<file path="src/rtl/core_pkg.sv">
// core_pkg: sizing constants and the per-entry record shared by the reorder buffer files.
package core_pkg;

    localparam int ROB_DEPTH  = 16;
    localparam int ROB_PREG_W = 6;
    localparam int ROB_TAG_W  = $clog2(ROB_DEPTH);

    // One in-flight instruction. valid marks an occupied slot; done marks that
    // execution has written back, so the slot may retire once it reaches the head.
    typedef struct packed {
        logic                  valid;
        logic                  done;
        logic                  rd_write;
        logic [ROB_PREG_W-1:0] p_new;
        logic [ROB_PREG_W-1:0] p_old;
        logic [31:0]           pc;
    } rob_entry_t;

endpackage

</file>
<file path="src/rtl/reorder_buffer_if.sv">
// reorder_buffer_if: allocation, writeback, flush and commit signals of the reorder buffer.
// The master side is rename/execute/retire logic; the slave side is the buffer itself.
interface reorder_buffer_if #(
    parameter int DEPTH  = core_pkg::ROB_DEPTH,
    parameter int PREG_W = core_pkg::ROB_PREG_W
);

    localparam int TAG_W = $clog2(DEPTH);

    // Allocation from rename
    logic              alloc_valid;
    logic              alloc_ready;
    logic              alloc_rd_write;
    logic [PREG_W-1:0] alloc_rd_p_new;
    logic [PREG_W-1:0] alloc_rd_p_old;
    logic [31:0]       alloc_pc;
    logic [TAG_W-1:0]  alloc_tag;

    // Execution-complete notification
    logic              wb_valid;
    logic [TAG_W-1:0]  wb_tag;

    // Pipeline flush
    logic              flush;

    // Retirement record
    logic              commit_valid;
    logic [31:0]       commit_pc;
    logic              commit_rd_write;
    logic [PREG_W-1:0] commit_rd_p_old;
    logic [PREG_W-1:0] commit_rd_p_new;

    // Occupancy
    logic              empty;
    logic              full;

    modport master (
        output alloc_valid, alloc_rd_write, alloc_rd_p_new, alloc_rd_p_old, alloc_pc,
        output wb_valid, wb_tag, flush,
        input  alloc_ready, alloc_tag,
        input  commit_valid, commit_pc, commit_rd_write, commit_rd_p_old, commit_rd_p_new,
        input  empty, full
    );

    modport slave (
        input  alloc_valid, alloc_rd_write, alloc_rd_p_new, alloc_rd_p_old, alloc_pc,
        input  wb_valid, wb_tag, flush,
        output alloc_ready, alloc_tag,
        output commit_valid, commit_pc, commit_rd_write, commit_rd_p_old, commit_rd_p_new,
        output empty, full
    );

endinterface

</file>
<file path="src/rtl/rob_ptr.sv">
// rob_ptr: circular-buffer pointer with an extra wrap bit above the index.
// Because DEPTH is a power of two, a plain increment wraps the index from
// DEPTH-1 to 0 and toggles the wrap bit in one step.
module rob_ptr #(
    parameter int DEPTH = core_pkg::ROB_DEPTH
) (
    input  logic                   clk,
    input  logic                   rst_n,
    input  logic                   clr_i,
    input  logic                   inc_i,
    output logic [$clog2(DEPTH):0] ptr_o
);

    localparam int PTR_W = $clog2(DEPTH) + 1;

    logic [PTR_W-1:0] ptr_q;
    logic [PTR_W-1:0] ptr_d;

    // Clear wins over increment so a flush always lands on slot 0.
    always_comb begin
        ptr_d = ptr_q;
        if (clr_i) begin
            ptr_d = '0;
        end else if (inc_i) begin
            ptr_d = ptr_q + PTR_W'(1);
        end
    end

    // Pointer register, returned to slot 0 with a clear wrap bit on reset.
    always_ff @(posedge clk or negedge rst_n) begin
        if (!rst_n) begin
            ptr_q <= '0;
        end else begin
            ptr_q <= ptr_d;
        end
    end

    assign ptr_o = ptr_q;

endmodule

</file>
<file path="src/rtl/reorder_buffer.sv">
// reorder_buffer: in-order retirement queue. Rename allocates at the tail,
// execution marks entries done by tag, and the head retires one entry per
// cycle once it is done, returning p_old to the free list via the commit record.
module reorder_buffer
    import core_pkg::*;
#(
    parameter int DEPTH  = ROB_DEPTH,
    parameter int PREG_W = ROB_PREG_W
) (
    input  logic            clk,
    input  logic            rst_n,
    reorder_buffer_if.slave rob
);

    // Tag width follows the package for the standard depth and is derived
    // from DEPTH whenever the buffer is resized.
    localparam int TAG_W = (DEPTH == ROB_DEPTH) ? ROB_TAG_W : $clog2(DEPTH);
    localparam int PTR_W = TAG_W + 1;

    rob_entry_t        entries_q [DEPTH];
    rob_entry_t        entries_d [DEPTH];

    logic [PTR_W-1:0]  head_ptr;
    logic [PTR_W-1:0]  tail_ptr;
    logic [TAG_W-1:0]  head_idx;
    logic [TAG_W-1:0]  tail_idx;
    rob_entry_t        head_entry;

    logic              empty;
    logic              full;
    logic              alloc_fire;
    logic              wb_hit;
    logic              retire;

    logic              commit_valid_q;
    logic              commit_valid_d;
    logic [31:0]       commit_pc_q;
    logic [31:0]       commit_pc_d;
    logic              commit_rd_write_q;
    logic              commit_rd_write_d;
    logic [PREG_W-1:0] commit_rd_p_old_q;
    logic [PREG_W-1:0] commit_rd_p_old_d;
    logic [PREG_W-1:0] commit_rd_p_new_q;
    logic [PREG_W-1:0] commit_rd_p_new_d;

    // Occupancy and handshake decode, derived only from registered state.
    // Full means the indices meet with opposite wrap bits; empty means the
    // pointers match exactly. A full buffer never takes an allocation, even
    // on an edge where the head retires.
    always_comb begin
        head_idx   = head_ptr[TAG_W-1:0];
        tail_idx   = tail_ptr[TAG_W-1:0];
        head_entry = entries_q[head_idx];
        empty      = (head_ptr == tail_ptr);
        full       = (head_idx == tail_idx) && (head_ptr[TAG_W] != tail_ptr[TAG_W]);
        alloc_fire = rob.alloc_valid && !full && !rob.flush;
        wb_hit     = rob.wb_valid && entries_q[rob.wb_tag].valid && !rob.flush;
        retire     = head_entry.valid && head_entry.done && !rob.flush;
    end

    // Entry array next state. Flush clears every slot and suppresses all
    // other updates. Writeback is applied before retirement so a retiring
    // slot always leaves with done cleared, and allocation last since it can
    // only target the head slot when nothing is retiring there.
    always_comb begin
        entries_d = entries_q;
        if (rob.flush) begin
            for (int i = 0; i < DEPTH; i++) begin
                entries_d[i].valid = 1'b0;
                entries_d[i].done  = 1'b0;
            end
        end else begin
            if (wb_hit) begin
                entries_d[rob.wb_tag].done = 1'b1;
            end
            if (retire) begin
                entries_d[head_idx].valid = 1'b0;
                entries_d[head_idx].done  = 1'b0;
            end
            if (alloc_fire) begin
                entries_d[tail_idx].valid    = 1'b1;
                entries_d[tail_idx].done     = 1'b0;
                entries_d[tail_idx].rd_write = rob.alloc_rd_write;
                entries_d[tail_idx].p_new    = rob.alloc_rd_p_new;
                entries_d[tail_idx].p_old    = rob.alloc_rd_p_old;
                entries_d[tail_idx].pc       = rob.alloc_pc;
            end
        end
    end

    // Entry storage; reset empties every slot immediately.
    always_ff @(posedge clk or negedge rst_n) begin
        if (!rst_n) begin
            for (int i = 0; i < DEPTH; i++) begin
                entries_q[i] <= '0;
            end
        end else begin
            entries_q <= entries_d;
        end
    end

    // Head advances on retirement, tail on an accepted allocation; flush
    // returns both to slot 0.
    rob_ptr #(
        .DEPTH (DEPTH)
    ) u_head_ptr (
        .clk   (clk),
        .rst_n (rst_n),
        .clr_i (rob.flush),
        .inc_i (retire),
        .ptr_o (head_ptr)
    );

    rob_ptr #(
        .DEPTH (DEPTH)
    ) u_tail_ptr (
        .clk   (clk),
        .rst_n (rst_n),
        .clr_i (rob.flush),
        .inc_i (alloc_fire),
        .ptr_o (tail_ptr)
    );

    // Commit record next state: load the head fields when it retires,
    // otherwise drop commit_valid and leave the payload as it was.
    always_comb begin
        commit_valid_d    = 1'b0;
        commit_pc_d       = commit_pc_q;
        commit_rd_write_d = commit_rd_write_q;
        commit_rd_p_old_d = commit_rd_p_old_q;
        commit_rd_p_new_d = commit_rd_p_new_q;
        if (retire) begin
            commit_valid_d    = 1'b1;
            commit_pc_d       = head_entry.pc;
            commit_rd_write_d = head_entry.rd_write;
            commit_rd_p_old_d = head_entry.p_old;
            commit_rd_p_new_d = head_entry.p_new;
        end
    end

    // Commit record register, held for exactly one cycle per retirement.
    always_ff @(posedge clk or negedge rst_n) begin
        if (!rst_n) begin
            commit_valid_q    <= 1'b0;
            commit_pc_q       <= '0;
            commit_rd_write_q <= 1'b0;
            commit_rd_p_old_q <= '0;
            commit_rd_p_new_q <= '0;
        end else begin
            commit_valid_q    <= commit_valid_d;
            commit_pc_q       <= commit_pc_d;
            commit_rd_write_q <= commit_rd_write_d;
            commit_rd_p_old_q <= commit_rd_p_old_d;
            commit_rd_p_new_q <= commit_rd_p_new_d;
        end
    end

    assign rob.alloc_ready     = !full;
    assign rob.alloc_tag       = tail_idx;
    assign rob.empty           = empty;
    assign rob.full            = full;
    assign rob.commit_valid    = commit_valid_q;
    assign rob.commit_pc       = commit_pc_q;
    assign rob.commit_rd_write = commit_rd_write_q;
    assign rob.commit_rd_p_old = commit_rd_p_old_q;
    assign rob.commit_rd_p_new = commit_rd_p_new_q;

endmodule

</file>
<file path="src/flat_wrapper.sv">
// flat-port wrapper written by rule: the top's interface ports become plain ports
module reorder_buffer_flat import core_pkg::*;
#(
    parameter int DEPTH  = ROB_DEPTH,
    parameter int PREG_W = ROB_PREG_W
)
  (clk, rst_n, rob_alloc_valid, rob_alloc_rd_write, rob_alloc_rd_p_new, rob_alloc_rd_p_old, rob_alloc_pc, rob_wb_valid, rob_wb_tag, rob_flush, rob_alloc_ready, rob_alloc_tag, rob_commit_valid, rob_commit_pc, rob_commit_rd_write, rob_commit_rd_p_old, rob_commit_rd_p_new, rob_empty, rob_full);
  reorder_buffer_if #(.DEPTH(DEPTH), .PREG_W(PREG_W)) rob_i ();
  input  logic clk;
  input  logic rst_n;
  input wire logic [$bits(rob_i.alloc_valid)-1:0] rob_alloc_valid;
  input wire logic [$bits(rob_i.alloc_rd_write)-1:0] rob_alloc_rd_write;
  input wire logic [$bits(rob_i.alloc_rd_p_new)-1:0] rob_alloc_rd_p_new;
  input wire logic [$bits(rob_i.alloc_rd_p_old)-1:0] rob_alloc_rd_p_old;
  input wire logic [$bits(rob_i.alloc_pc)-1:0] rob_alloc_pc;
  input wire logic [$bits(rob_i.wb_valid)-1:0] rob_wb_valid;
  input wire logic [$bits(rob_i.wb_tag)-1:0] rob_wb_tag;
  input wire logic [$bits(rob_i.flush)-1:0] rob_flush;
  output wire logic [$bits(rob_i.alloc_ready)-1:0] rob_alloc_ready;
  output wire logic [$bits(rob_i.alloc_tag)-1:0] rob_alloc_tag;
  output wire logic [$bits(rob_i.commit_valid)-1:0] rob_commit_valid;
  output wire logic [$bits(rob_i.commit_pc)-1:0] rob_commit_pc;
  output wire logic [$bits(rob_i.commit_rd_write)-1:0] rob_commit_rd_write;
  output wire logic [$bits(rob_i.commit_rd_p_old)-1:0] rob_commit_rd_p_old;
  output wire logic [$bits(rob_i.commit_rd_p_new)-1:0] rob_commit_rd_p_new;
  output wire logic [$bits(rob_i.empty)-1:0] rob_empty;
  output wire logic [$bits(rob_i.full)-1:0] rob_full;
  assign rob_i.alloc_valid = rob_alloc_valid;
  assign rob_i.alloc_rd_write = rob_alloc_rd_write;
  assign rob_i.alloc_rd_p_new = rob_alloc_rd_p_new;
  assign rob_i.alloc_rd_p_old = rob_alloc_rd_p_old;
  assign rob_i.alloc_pc = rob_alloc_pc;
  assign rob_i.wb_valid = rob_wb_valid;
  assign rob_i.wb_tag = rob_wb_tag;
  assign rob_i.flush = rob_flush;
  assign rob_alloc_ready = rob_i.alloc_ready;
  assign rob_alloc_tag = rob_i.alloc_tag;
  assign rob_commit_valid = rob_i.commit_valid;
  assign rob_commit_pc = rob_i.commit_pc;
  assign rob_commit_rd_write = rob_i.commit_rd_write;
  assign rob_commit_rd_p_old = rob_i.commit_rd_p_old;
  assign rob_commit_rd_p_new = rob_i.commit_rd_p_new;
  assign rob_empty = rob_i.empty;
  assign rob_full = rob_i.full;
  reorder_buffer #(.DEPTH(DEPTH), .PREG_W(PREG_W)) u_core (.clk(clk), .rst_n(rst_n), .rob(rob_i));
endmodule
</file>
<file path="config.mk">
export PLATFORM = sky130hd
export DESIGN_NAME = reorder_buffer_flat
export DESIGN_NICKNAME = d
export VERILOG_FILES = /design/src/rtl/core_pkg.sv /design/src/rtl/reorder_buffer_if.sv /design/src/rtl/rob_ptr.sv /design/src/rtl/reorder_buffer.sv /design/src/flat_wrapper.sv
export SDC_FILE = /design/constraint.sdc
export NUM_CORES = 1
export LEC_CHECK = 0
export BUFFER_PORTS_ARGS = -buffer_cell sky130_fd_sc_hd__buf_2
export CAP_MARGIN = 40
export CORE_UTILIZATION = 24
export DETAILED_ROUTE_END_ITERATION = 8
export PLACE_DENSITY_LB_ADDON = 0.2
export REMOVE_ABC_BUFFERS = 1
export SKIP_LAST_GASP = 1
export SLEW_MARGIN = 25
export SYNTH_ARGS = -nofsm -noshare
export SYNTH_HDL_FRONTEND = slang
export SYNTH_HIERARCHICAL = 1
export SYNTH_SLANG_ARGS = --single-unit
export TNS_END_PERCENT = 100
</file>
<file path="constraint.sdc">
create_clock -name clk -period 3.3 [get_ports clk]
set_input_delay 0.33 -clock clk [delete_from_list [all_inputs] [get_ports clk]]
set_output_delay 0.33 -clock clk [all_outputs]
set_load 0.01 [all_outputs]
</file>
**After elaboration in Yosys (flattened, before gate mapping)**

Cells that the tools add are included.

- Add/sub/neg operators: 2
- $lt $le $gt $ge: 6
- Eq/ne operators: 3
- Muxes and demuxes: 59
- Bitwise logic cells: 3
- Reductions and logical operators: 14

Operator list:

| cell | count |
|---|---|
| $bwmux 752 | 9 |
| $mux 752 | 5 |
| $demux 47 s4 | 9 |
| $bmux 47 s4 | 2 |
| $mux 47 | 6 |
| $mux 46 | 3 |
| $mux 45 | 1 |
| $mux 44 | 1 |
| $mux 38 | 1 |
| $mux 2 | 16 |
| $mux 32 | 1 |
| $mux 5 | 4 |
| $ge 5x5->1 const B | 3 |
| $lt 5x1->1 const B | 3 |
| $not 4->5 | 3 |
| $add 5x1->5 const B | 2 |
| $logic_and 1x1->1 | 10 |
| $eq 5x5->1 | 1 |
| $eq 4x4->1 | 1 |
| $reduce_bool 2->1 | 2 |
| $logic_not 1->1 | 2 |
| $mux 1 | 1 |
| $ne 1x1->1 | 1 |

- Register bits: 808
- Input port bits: 54
- Word-level logic and storage cells: 190

**Longest topological paths before layout**

Gate-level depths: netlist of the first run.

- Depth after elaboration: 20
- Gate-level depth with buffers: 11

**Cells and area by module**

Netlist of the first run, hierarchy kept.

By module, submodules not included:

| module | times used | cells each | area each (µm²) | sequential area each (µm²) |
|---|---|---|---|---|
| reorder_buffer | 1 | 2167 | 35894.4 | 19969.2 |
| rob_ptr | 2 | 22 | 252.7 | 125.1 |

**Least setup slack after synthesis of the first run**

Ideal clock, no wire load.

- Path kind: register to register
- Start: register u_core.u_head_ptr.ptr_q[0], in the netlist u_core/u_head_ptr/ptr_o[0]
- End: register u_core.u_head_ptr.ptr_q[4], in the netlist u_core/u_head_ptr/ptr_o[4]
- Library setup time: 0.125 ns
- Arrival: 2.431 ns
- Required time: 3.175 ns
- Slack: 0.744 ns
- Cell stages (with the launch flop): 11
- Path buffers: 4
- Cells stage by stage: dfrtp_1 > buf_6 > buf_6 > nor2b_1 > a21boi_2 > o211ai_2 > o32ai_4 > buf_6 > buf_4 > nand4_1 > mux2_4

- Cells in the longest elaborated chain, start to end: 7
- Elaborated cells on any way between the ends: 10

Ends and longest elaborated chain:

| element | line | RTL |
|---|---|---|
| from (decl) | rob_ptr.sv:16 | `logic [PTR_W-1:0] ptr_q;` |
| from (signal assigned) | rob_ptr.sv:34 | `ptr_q <= ptr_d;` |
| $not 4->5 (not written as such) | reorder_buffer.sv:53 | `head_entry = entries_q[head_idx];` |
| $bmux 47 s4 | reorder_buffer.sv:53 |  |
| $mux 47 (not written as such) (2 in series) | reorder_buffer.sv:53 |  |
| $logic_and 1x1->1 (2 in series) | reorder_buffer.sv:58 | `retire = head_entry.valid && head_entry.done && !rob.flush;` |
| $reduce_bool 2->1 (no source line) | n/a |  |

Several ways; a longest one is shown, not always the timed one. The select of a mux whose other input is x is not followed.
A chain may end at the register's enable or synchronous reset.

**Worst setup path after layout of the first run**

- Start: register u_core.u_head_ptr.ptr_q[2], in the netlist u_core/u_head_ptr/ptr_o[2]
- End: register u_core/entries_q[483] in the netlist's numbering

- Cells in the longest elaborated chain, start to end: 15
- Elaborated cells on any way between the ends: 24

Ends and longest elaborated chain:

| element | line | RTL |
|---|---|---|
| $not 4->5 (not written as such) | reorder_buffer.sv:53, reorder_buffer.sv:77, reorder_buffer.sv:78 |  |
| $bmux 47 s4 | reorder_buffer.sv:53 |  |
| $mux 47 (not written as such) (2 in series) | reorder_buffer.sv:53 |  |
| $logic_and 1x1->1 (2 in series) | reorder_buffer.sv:58 |  |
| $mux 752 | reorder_buffer.sv:76 | `if (retire) begin` |
| $mux 752 | reorder_buffer.sv:67 | `if (rob.flush) begin` |
| $bwmux 752 | reorder_buffer.sv:81 | `entries_d[tail_idx].valid = 1'b1;` |
| $bwmux 752 | reorder_buffer.sv:82 | `entries_d[tail_idx].done = 1'b0;` |
| $bwmux 752 | reorder_buffer.sv:83 | `entries_d[tail_idx].rd_write = rob.alloc_rd_write;` |
| $bwmux 752 | reorder_buffer.sv:84 | `entries_d[tail_idx].p_new = rob.alloc_rd_p_new;` |
| $bwmux 752 | reorder_buffer.sv:85 | `entries_d[tail_idx].p_old = rob.alloc_rd_p_old;` |
| $bwmux 752 | reorder_buffer.sv:86 | `entries_d[tail_idx].pc = rob.alloc_pc;` |
| $mux 752 * | reorder_buffer.sv:80 | `if (alloc_fire) begin` |
| to (signal assigned) | reorder_buffer.sv:98 | `entries_q <= entries_d;` |
| to (decl) | reorder_buffer.sv:20 | `rob_entry_t entries_q [DEPTH];` |

Mark *: on every way between the ends. The rest lies on a longest branch, timed or not. The select of a mux whose other input is x is not followed.

==> results_dict.tcl, run 1 <==
set metrics [dict create \
    status "finished, final reports clean" \
    yosys-top-cells-area "dfrtp_1 (56%), mux2_2 (24%), mux4_2 (14%)" \
    cts-root-buf "clkbuf_16" \
    gr-usage-met1_pct 18.1 \
    wl_per_cell_um 23.4 \
    drtPass1Iterations 5 \
    hold_class "in -> reg" \
    maxCapViolCount 0 \
    clock_latency_ns 0.68 \
    route.detailed.drc 0 \
    netlist_area_sq_um 36400 \
    grt_max_degree 115 \
    vias_per_cell 4.60 \
    cts_setup_buffers 0 \
    area_growth_pct 17.0 \
    regArea_sq_um 20200 \
    p_leak_nw 19.6 \
    drive_gt1_share_pct 57.0 \
    drt_wl_total_mm 102 \
    overflow 0 \
    ios 107 \
    skew_ns 0.0215 \
    core_area_sq_um 150000 \
    clock_path_buffers 3 \
    worstSetupPathType "reg -> reg" \
    cp_common_cell "buf_4" \
    critPathRequiredTime_ns 3.85 \
    netlist_instances 2211 \
    rsz0062_at_grt "no" \
    synth_most_common_cell "dfrtp_1" \
    clk_pin_slew_ns 0.06 \
    die-area_sq_um 153000 \
    start_util_pct 24.2 \
    placed_cell_area_sq_um 39600 \
    synth_common_cells "dfrtp_1 (808), mux2_2 (766), mux4_2 (232)" \
    synth_top_area_cell "dfrtp_1" \
    top_usage_layer "met2" \
    fill_cells 14900 \
    numClockSinks 808 \
    drt_iter0_markers 1136 \
    crit_path_start_kind "register" \
    yosysWarnings 6 \
    gp_congestion 0.767 \
    h-tree-depth 3 \
    die_w_um 391 \
    timing.fmax_mhz 345 \
    async_reset_ff_share_pct 100 \
    grt.total_usage_pct 13.6 \
    final_area_sq_um 42600 \
    tightest_slew_ns 0.748 \
    setup_viol 0 \
    grt_pass1_wl_mm 155 \
    finalHoldViolations 0 \
    cts_tree "built" \
    slew_headroom_pct 49.7 \
    worstPathArrival_ns 3.45 \
    met2_usage_pct 22.2 \
    num_rows 142 \
    met3_usage_pct 3.16 \
    grt_pass1_vias 22400 \
    io_buffers 106 \
    fin_hold_ws_ns 0.0902 \
    vias 20200 \
    synth.yosys.seq_area_share_pct 55.5 \
    powerDensity_nw_per_um2 522 \
    cp-end-kind "register" \
    max_stage_delay_ns 0.69 \
    synth_top_area_share_pct 55.5 \
    crit_path_max_fanout 20 \
    die_h_um 391 \
    multi_input_area_sq_um 15300 \
    fin_nets 2349 \
    synth_cell_types 48 \
    finalCriticalPeriod_ns 2.90 \
    ys_ff_latch 808 \
    antenna_found_initial 18 \
    period_share_pct 87.9 \
    synth_edf_count 0 \
    cts_buffers 88 \
    synth_top_flop_cell "dfrtp_1" \
    postRouteAntennaNets 0 \
    drv_slew 0 \
    syn_avg_cell_area_sq_um 16.5 \
    vdd_ir_drop_max_mv 0.346 \
    path_cells "xnor2_1 > nand4_1 > buf_4 > o2111a_1 > nand2_4 > buf_4 > mux2_2" \
    slowest_stage "dfrtp_1" \
    place_hpwl_mm 58.2 \
]
-- cell type report --
class | count | area share (%)
multi-input combinational | 1200 | 35.8
tap | 2016 | 5.92
clock buffer | 133 | 6.23
inverter | 7 | 0.0676
clock inverter | 29 | 0.714
timing repair buffer | 188 | 3.69
sequential | 808 | 47.5
antenna | 6 | 0.0353
-- through the flow --
stage / util, % / worst slack, ns / std cells / TNS, ns / power (mW)
3_5_place_dp: 26.4 / 0.405 / 4218 / 0 / 12.4
6_report: 28.4 / 0.399 / 4387 / 0 / 22.2
4_1_cts: 28.4 / 0.385 / 4381 / 0 / 22.6
3_3_place_gp: 26.4 / 0.410 / 4218 / 0 / 12.3
2_1_floorplan: - / -8.52 / 2015 / -5510.28 / 11.6
5_1_grt: 28.4 / 0.225 / 4383 / 0 / 23.2
-- routing by layer --
metal / share of wire [%] / vias to the layer above / routed length (um)
met1: 45 / 11200 / 45800
li1: - / 8484 / -
met2: 48 / 337 / 49400
met4: 1.9 / 20 / 1910
met5: 0.11 / - / 115
met3: 5.1 / 146 / 5200
-- power by group --
| group | switching (mW) | total, mW | internal [mW] |
|---|---|---|---|
| logic | 0.697 | 1.47 | 0.774 |
| registers | 0.267 | 10.7 | 10.4 |
| clock network | 4.18 | 10.1 | 5.88 |
| total | 5.14 | 22.2 | 17.1 |
-- flip-flops by register name, summed over array words and instances (netlist names) --
register,cells
u_core/u_head_ptr/ptr_o,5
u_core/rob.commit_pc,32
u_core/rob.commit_rd_p_old,6
u_core/u_tail_ptr/ptr_o,5
u_core/entries_q,752
u_core/rob.commit_rd_write,1
u_core/rob.commit_valid,1
u_core/rob.commit_rd_p_new,6
-- final timing paths --
kind                                             from                    end  slack [ns]  cells after the start
setup reg to reg           u_core/u_head_ptr/ptr_o[2]  u_core/entries_q[483]        0.40                      7
hold reg to reg                 u_core/entries_q[449]  u_core/entries_q[449]        0.50                      1
min in group asynchronous                       rst_n  u_core/entries_q[306]        0.25                      2
hold / removal                          rob_wb_tag[2]  u_core/entries_q[186]        0.09                      3
setup / recovery           u_core/u_head_ptr/ptr_o[2]  u_core/entries_q[483]        0.40                      7
max in group asynchronous                       rst_n  u_core/entries_q[180]        1.94                      3
-- critical path: cells and delay by family, from the launching register on --
| family | cells | cell delay (ns) |
|---|---|---|
| buffers and inverters | 2 | 0.71 |
| AND/OR/NAND/NOR | 2 | 0.38 |
| multiplexers | 1 | 0.40 |
| AO/OA/AOI/OAI | 1 | 0.38 |
| XOR/XNOR | 1 | 0.18 |
| flip-flops | 1 | 0.69 |
-- cells by family (layout without fill, tap and decap cells) --
family | after synthesis | in the layout | synth area share (%)
AO/OA/AOI/OAI | 61 | 61 | 1.12
XOR/XNOR | 8 | 8 | 0.193
adder cells (fa/ha/maj) | 2 | 2 | 0.0687
buffers and inverters | 203 | 357 | 2.85
flip-flops | 808 | 808 | 55.5
multiplexers | 1009 | 1009 | 38.4
other | 0 | 6 | 0
AND/OR/NAND/NOR | 120 | 120 | 1.84
-- cell usage in the layout (no fill, tap or decap), types with 3 or more instances in the layout --
| cell | count |
|---|---|
| o211ai_1 | 3 |
| clkinvlp_4 | 4 |
| a31oi_1 | 4 |
| dfrtp_4 | 3 |
| o21ai_0 | 14 |
| inv_1 | 6 |
| nand2b_1 | 12 |
| mux2i_1 | 7 |
| nor4b_1 | 9 |
| mux4_2 | 232 |
| o2111ai_4 | 3 |
| nand4_1 | 10 |
| clkbuf_8 | 26 |
| diode_2 | 6 |
| buf_2 | 105 |
| nand2_4 | 3 |
| clkinv_2 | 15 |
| dfrtp_1 | 805 |
| a21oi_1 | 21 |
| inv_6 | 3 |
| nor2_1 | 21 |
| bufinv_16 | 4 |
| nand3_1 | 6 |
| nor3_1 | 12 |
| nor2b_1 | 11 |
| clkbuf_16 | 89 |
| nand3b_1 | 3 |
| clkbuf_1 | 18 |
| nor4_1 | 6 |
| xnor2_1 | 7 |
| buf_4 | 48 |
| nand2_1 | 15 |
| buf_12 | 33 |
| mux2_2 | 766 |
-- what timing repair did --
action                                 CTS  global route
gates resized for setup                  0             0
hold buffers                             1             0
endpoints found under the hold margin   40             0
No activity file was read; power rests on OpenSTA's default activity.
==> inputs of run 2 (changes only) <==
- CAP_MARGIN: 40 -> unset
- SYNTH_HIERARCHICAL: 1 -> unset
==> results_dict.tcl, run 2 <==
set metrics [dict create \
    p_leak_nw 19.8 \
    ios 107 \
    path_cells "buf_12 > buf_12 > mux4_2 > mux4_2 > mux2_2" \
    wl_per_cell_um 23.7 \
    finalWorstSetupSlack_ns 0.433 \
    cts.repair.resized 0 \
    clock_path_buffers 3 \
    cts_buffers 90 \
    synth_cell_types 42 \
    cts_tree "built" \
    io_buffers 106 \
    tightest_slew_ns 0.746 \
    critPathLaunch "u_core.u_head_ptr.ptr_o[0]" \
    antenna_found_initial 18 \
    die_w_um 393 \
    grt_max_degree 101 \
    synth_most_common_cell "dfrtp_1" \
    instances_no_fill 4393 \
    p_total_mw 23.0 \
    area_growth_pct 16.8 \
    grt_pass1_vias 22200 \
    crit_path_start_kind "register" \
    route.detailed.drc 0 \
    clock_latency_ns 0.68 \
    setup_viol 0 \
    cts_hold_buffers 2 \
    r2r_start "u_core.u_head_ptr.ptr_o[0]" \
    maxCapViolCount 0 \
    final_cell_mix "dfrtp_1 (804), mux2_2 (765), mux4_2 (232), buf_2 (105), clkbuf_16 (92)" \
    cp-end-kind "register" \
    crit_path_max_fanout 47 \
    largest_reg_flops 752 \
    ys_ff_latch 808 \
    grt.total_usage_pct 13.8 \
    synth.yosys.seq_area_share_pct 55.1 \
    die_h_um 393 \
    status "finished, final reports clean" \
    synth_top_area_share_pct 55.1 \
    die-area_sq_um 154000 \
    drtPass1Iterations 5 \
    reg2reg_slack_ns 0.43 \
    gp_congestion 0.746 \
    slew_headroom_pct 50.1 \
    worstPathArrival_ns 3.41 \
    cp.depth 5 \
    async_reset_ff_share_pct 100 \
    place_hpwl_mm 60.5 \
    place_ws_ns 0.366 \
    dpl.cell_count 4231 \
    finalCriticalPeriod_ns 2.87 \
    core_area_sq_um 152000 \
    regMostFlops "u_core.entries_q" \
    vdd_ir_drop_max_mv 0.312 \
    netlist_instances 2210 \
    path_delay_family "multiplexers" \
    cts_setup_buffers 0 \
    finalHoldViolations 0 \
    syn_avg_cell_area_sq_um 16.6 \
    vias_per_cell 4.58 \
    netlist_area_sq_um 36700 \
    period_share_pct 86.9 \
    drv_slew 0 \
    synth_edf_count 0 \
    yosysWarnings 0 \
    num_rows 143 \
    powerDensity_nw_per_um2 536 \
    skew_ns 0.0224 \
    drt_wl_total_mm 104 \
    grt_pass1_wl_mm 156 \
    cp_num_buf_inv 2 \
    synth_top_area_cell "dfrtp_1" \
    slowest_stage "dfrtp_4" \
    synth_common_cells "dfrtp_1 (808), mux2_2 (765), mux4_2 (232)" \
    drt_iter0_markers 962 \
    fin_nets 2357 \
    rsz0062_at_grt "no" \
    critPathRequiredTime_ns 3.84 \
    max_stage_delay_ns 0.58 \
    drive_gt1_share_pct 57.7 \
    hold_class "in -> reg" \
    postRouteAntennaNets 0 \
    r2r_cells 5 \
    mostFrequentLayoutCell "dfrtp_1" \
    min_from "rob_alloc_pc[5]" \
    vias 20100 \
    yosys-top-cells-area "dfrtp_1 (55%), mux2_2 (23%), mux4_2 (14%)" \
    overflow 0 \
    clk_pin_slew_ns 0.06 \
    worstSetupPathType "reg -> reg" \
    synth_top_flop_cell "dfrtp_1" \
    timing.fmax_mhz 349 \
    tns_ns 0 \
    cts-root-buf "clkbuf_16" \
    start_util_pct 24.2 \
    numClockSinks 808 \
    reg2reg_to "u_core.rob.commit_pc[10]" \
    h-tree-depth 3 \
    cp-endpoint "u_core.rob.commit_pc[10]" \
]
==> run 2: changes by cell type after synthesis, moves of 8 or more <==
| cell | delta |
|---|---|
| buf_4 | +15 |
| a31oi_1 | +12 |
| buf_2 | -36 |
| nor4b_1 | -9 |
| nor3_1 | -10 |
| nand2_1 | -8 |
| a21oi_1 | -16 |
| buf_6 | +26 |
| and3_1 | +14 |
| inv_1 | +8 |
==> run 2: stage by stage <==
step / hold slack, ns / area (sq um) / util (%)
2_1_floorplan: 0.0344 / 35400 / -
3_3_place_gp: 0.314 / 39800 / 26.2
3_5_place_dp: 0.321 / 39800 / 26.2
4_1_cts: 0.0621 / 42800 / 28.2
5_1_grt: 0.122 / 42800 / 28.2
6_report: 0.122 / 42800 / 28.2
==> run 2: metal layers <==
| metal | up-vias | GRT usage (%) | share of wire (%) |
|---|---|---|---|
| met5 | - | 0 | 0.11 |
| met4 | 18 | 3.78 | 1.9 |
| met3 | 137 | 2.60 | 4.3 |
| met2 | 341 | 21.9 | 47 |
| met1 | 11200 | 19.1 | 47 |
| li1 | 8468 | - | - |
==> run 2: area by class of cell <==
class                      count  area (sq um)
clock buffer                 129          2660
sequential                   808         20200
multi-input combinational   1188         15300
antenna                        1          2.50
fill                       15300        109000
tap                         2030          2540
timing repair buffer         192          1750
clock inverter                30           323
inverter                      15          56.3
==> run 2: cell families (layout without fill, tap and decap cells) <==
group	after synthesis	after routing	share of synthesized area, %
buffers and inverters	214	366	3.50
xor gates and xnor gates	12	12	0.287
adders and majority gates	8	8	0.273
DFF	808	808	55.1
muxes	1007	1007	38.1
AOI/OAI and AO/OA	53	53	0.996
and+or+nand+nor	108	108	1.75
other	0	1	0
==> run 2: how the worst min path moves through the flow <==
stage,depth (start not counted),end,slack (ns)
floorplan,0,u_core.entries_q[0],0.03
global placement,1,u_core.entries_q[431],0.31
detailed placement,1,u_core.entries_q[478],0.32
CTS,2,u_core.entries_q[522],0.06
global route,2,u_core.entries_q[108],0.12
finish,2,u_core.entries_q[522],0.12
==> run 2: where the power goes <==
group / total, mW / internal [mW] / switching [mW]
sequential: 11.0 / 10.6 / 0.377
clock: 10.1 / 5.98 / 4.14
combinational: 1.82 / 1.05 / 0.772
total: 23.0 / 17.7 / 5.29
==> inputs of run 3 (changes only) <==
- clock period: 3.3 -> 3 ns (I/O delays scaled with it)
==> results_dict.tcl, run 3 (same netlist as run 2, synthesis figures left out) <==
set metrics [dict create \
    status "finished, final reports clean" \
    crit_path_start_kind "register" \
    comb_power_share_pct 7.9 \
    h-tree-depth 3 \
    hold_depth 2 \
    fill_cells 15300 \
    grt.total_usage_pct 13.9 \
    vias 20300 \
    maxCapViolCount 0 \
    slew_headroom_pct 50.0 \
    cp_num_buf_inv 1 \
    clock_path_buffers 3 \
    p_leak_nw 20.1 \
    critPathRequiredTime_ns 3.55 \
    grt_max_degree 73 \
    crit_path_max_fanout 14 \
    max_stage_delay_ns 0.63 \
    whs_endpoint "u_core.entries_q[19]" \
    grt_pass1_wl_mm 159 \
    reg2reg_slack_ns 0.13 \
    finalCriticalPeriod_ns 2.87 \
    postRouteAntennaNets 0 \
    p_clk_share_pct 45.6 \
    switching_share_pct 22.8 \
    hold_class "in -> reg" \
    path_delay_family "simple AND/OR/NAND/NOR gates" \
    r2r_cells 6 \
    vias_per_cell 4.58 \
    final_cell_mix "dfrtp_1 (804), mux2_2 (765), mux4_2 (232), buf_2 (105), clkbuf_16 (97)" \
    cp-end-kind "register" \
    mostFrequentLayoutCell "dfrtp_1" \
    die-area_sq_um 154000 \
    reg2reg_to "u_core.entries_q[114]" \
    top_usage_layer "met2" \
    drt_wl_total_mm 105 \
    core_area_sq_um 152000 \
    largest_reg_flops 752 \
    cts_tree "built" \
    antenna_found_initial 16 \
    cts_setup_buffers 0 \
    drtPass1Iterations 5 \
    numClockSinks 808 \
    timing.fmax_mhz 349 \
    fin_util_pct 28.6 \
    clock_latency_ns 0.67 \
    gr-usage-met1_pct 19.1 \
    vdd_ir_drop_max_mv 0.392 \
    r2r_start "u_core.u_head_ptr.ptr_o[0]" \
    drive_gt1_share_pct 57.9 \
    worstSetupPathType "reg -> reg" \
    start_util_pct 24.2 \
    cts-root-buf "clkbuf_16" \
    grt_pass1_vias 22700 \
    place_hpwl_mm 63.2 \
    power_switching_mw 5.94 \
    worstPathArrival_ns 3.42 \
    ios 107 \
    clk_pin_slew_ns 0.06 \
    p_int_mw 20.1 \
    fin_nets 2380 \
    final_area_sq_um 43400 \
    regMostFlops "u_core.entries_q" \
    cts_buffers 94 \
    period_share_pct 95.6 \
    finalHoldViolations 0 \
    overflow 0 \
    num_rows 143 \
    met2_usage_pct 22.4 \
    gp_congestion 0.750 \
    skew_ns 0.0155 \
    route.detailed.drc 0 \
    wl_per_cell_um 23.8 \
    path_cells "xnor2_1 > nand4_1 > o21a_1 > nand3_4 > buf_12 > mux2_2" \
    die_w_um 393 \
    slowest_stage "dfrtp_4" \
    io_buffers 106 \
    seq_power_share_pct 46.4 \
    rsz0062_at_grt "no" \
    min_from "rob_alloc_pc[19]" \
    area_growth_pct 18.3 \
    die_h_um 393 \
    fin_hold_ws_ns 0.0829 \
    placed_cell_area_sq_um 40100 \
    met3_usage_pct 2.63 \
    setup_viol 0 \
    powerDensity_nw_per_um2 600 \
    drt_iter0_markers 983 \
    tightest_slew_ns 0.750 \
    drv_slew 0 \
]
==> run 3: per-stage QoR <==
| step | power [mW] | cells | setup TNS [ns] | setup WS (ns) |
|---|---|---|---|---|
| 6_report | 26.0 | 4425 | 0 | 0.131 |
| 5_1_grt | 27.2 | 4424 | 0 | 0.0230 |
| 4_1_cts | 26.5 | 4424 | 0 | 0.0952 |
| 3_5_place_dp | 14.4 | 4249 | 0 | 0.120 |
| 3_3_place_gp | 14.2 | 4249 | 0 | 0.173 |
| 2_1_floorplan | 13.4 | 2011 | -5431.19 | -7.53 |
==> run 3: final cells by class <==
class / instances / area, sq um / area share, %
clock buffers: 142 / 2820 / 6.49
flip-flops and latches: 808 / 20200 / 46.7
diodes: 1 / 2.50 / 0.00577
clock inverters: 30 / 398 / 0.917
inverters: 15 / 56.3 / 0.130
multi-input cells: 1188 / 15300 / 35.2
repair buffers: 211 / 2060 / 4.75
well taps: 2030 / 2540 / 5.86
==> run 3: how the worst max path moves through the flow <==
| stage | depth (start not counted) | to | startpoint | slack (ns) |
|---|---|---|---|---|
| after floorplan | 6 | u_core.rob.commit_pc[0] | u_core.u_head_ptr.ptr_o[0] | -7.53 |
| after global placement | 6 | u_core.entries_q[100] | u_core.u_head_ptr.ptr_o[0] | 0.17 |
| after detailed placement | 6 | u_core.entries_q[114] | u_core.u_head_ptr.ptr_o[0] | 0.12 |
| after CTS | 6 | u_core.entries_q[120] | u_core.u_head_ptr.ptr_o[0] | 0.1 |
| after global routing | 6 | u_core.entries_q[99] | u_core.u_head_ptr.ptr_o[0] | 0.02 |
| final | 6 | u_core.entries_q[114] | u_core.u_head_ptr.ptr_o[0] | 0.13 |
==> run 3: power groups by stage <==
stage          logic, mW  registers [mW]  clock network (mW)
6_report            2.07            12.1                11.9
5_1_grt             2.27            12.2                12.7
2_1_floorplan       1.29            12.1                   0
3_5_place_dp        2.11            12.3                   0
4_1_cts             2.12            12.1                12.3
3_3_place_gp        2.02            12.2                   0
==> run 3: layer usage <==
layer / share of wire, % / wire (um)
met3: 4.3 / 4510
met2: 47 / 49800
met4: 2.0 / 2110
met1: 46 / 48700
met5: 0.12 / 121
==> run 3: repair_timing <==
| item | 4_1_cts | 5_1_grt |
|---|---|---|
| hold endpoints to repair | 44 | 0 |
| resized for setup | 0 | 0 |
| hold buffers | 3 | 0 |
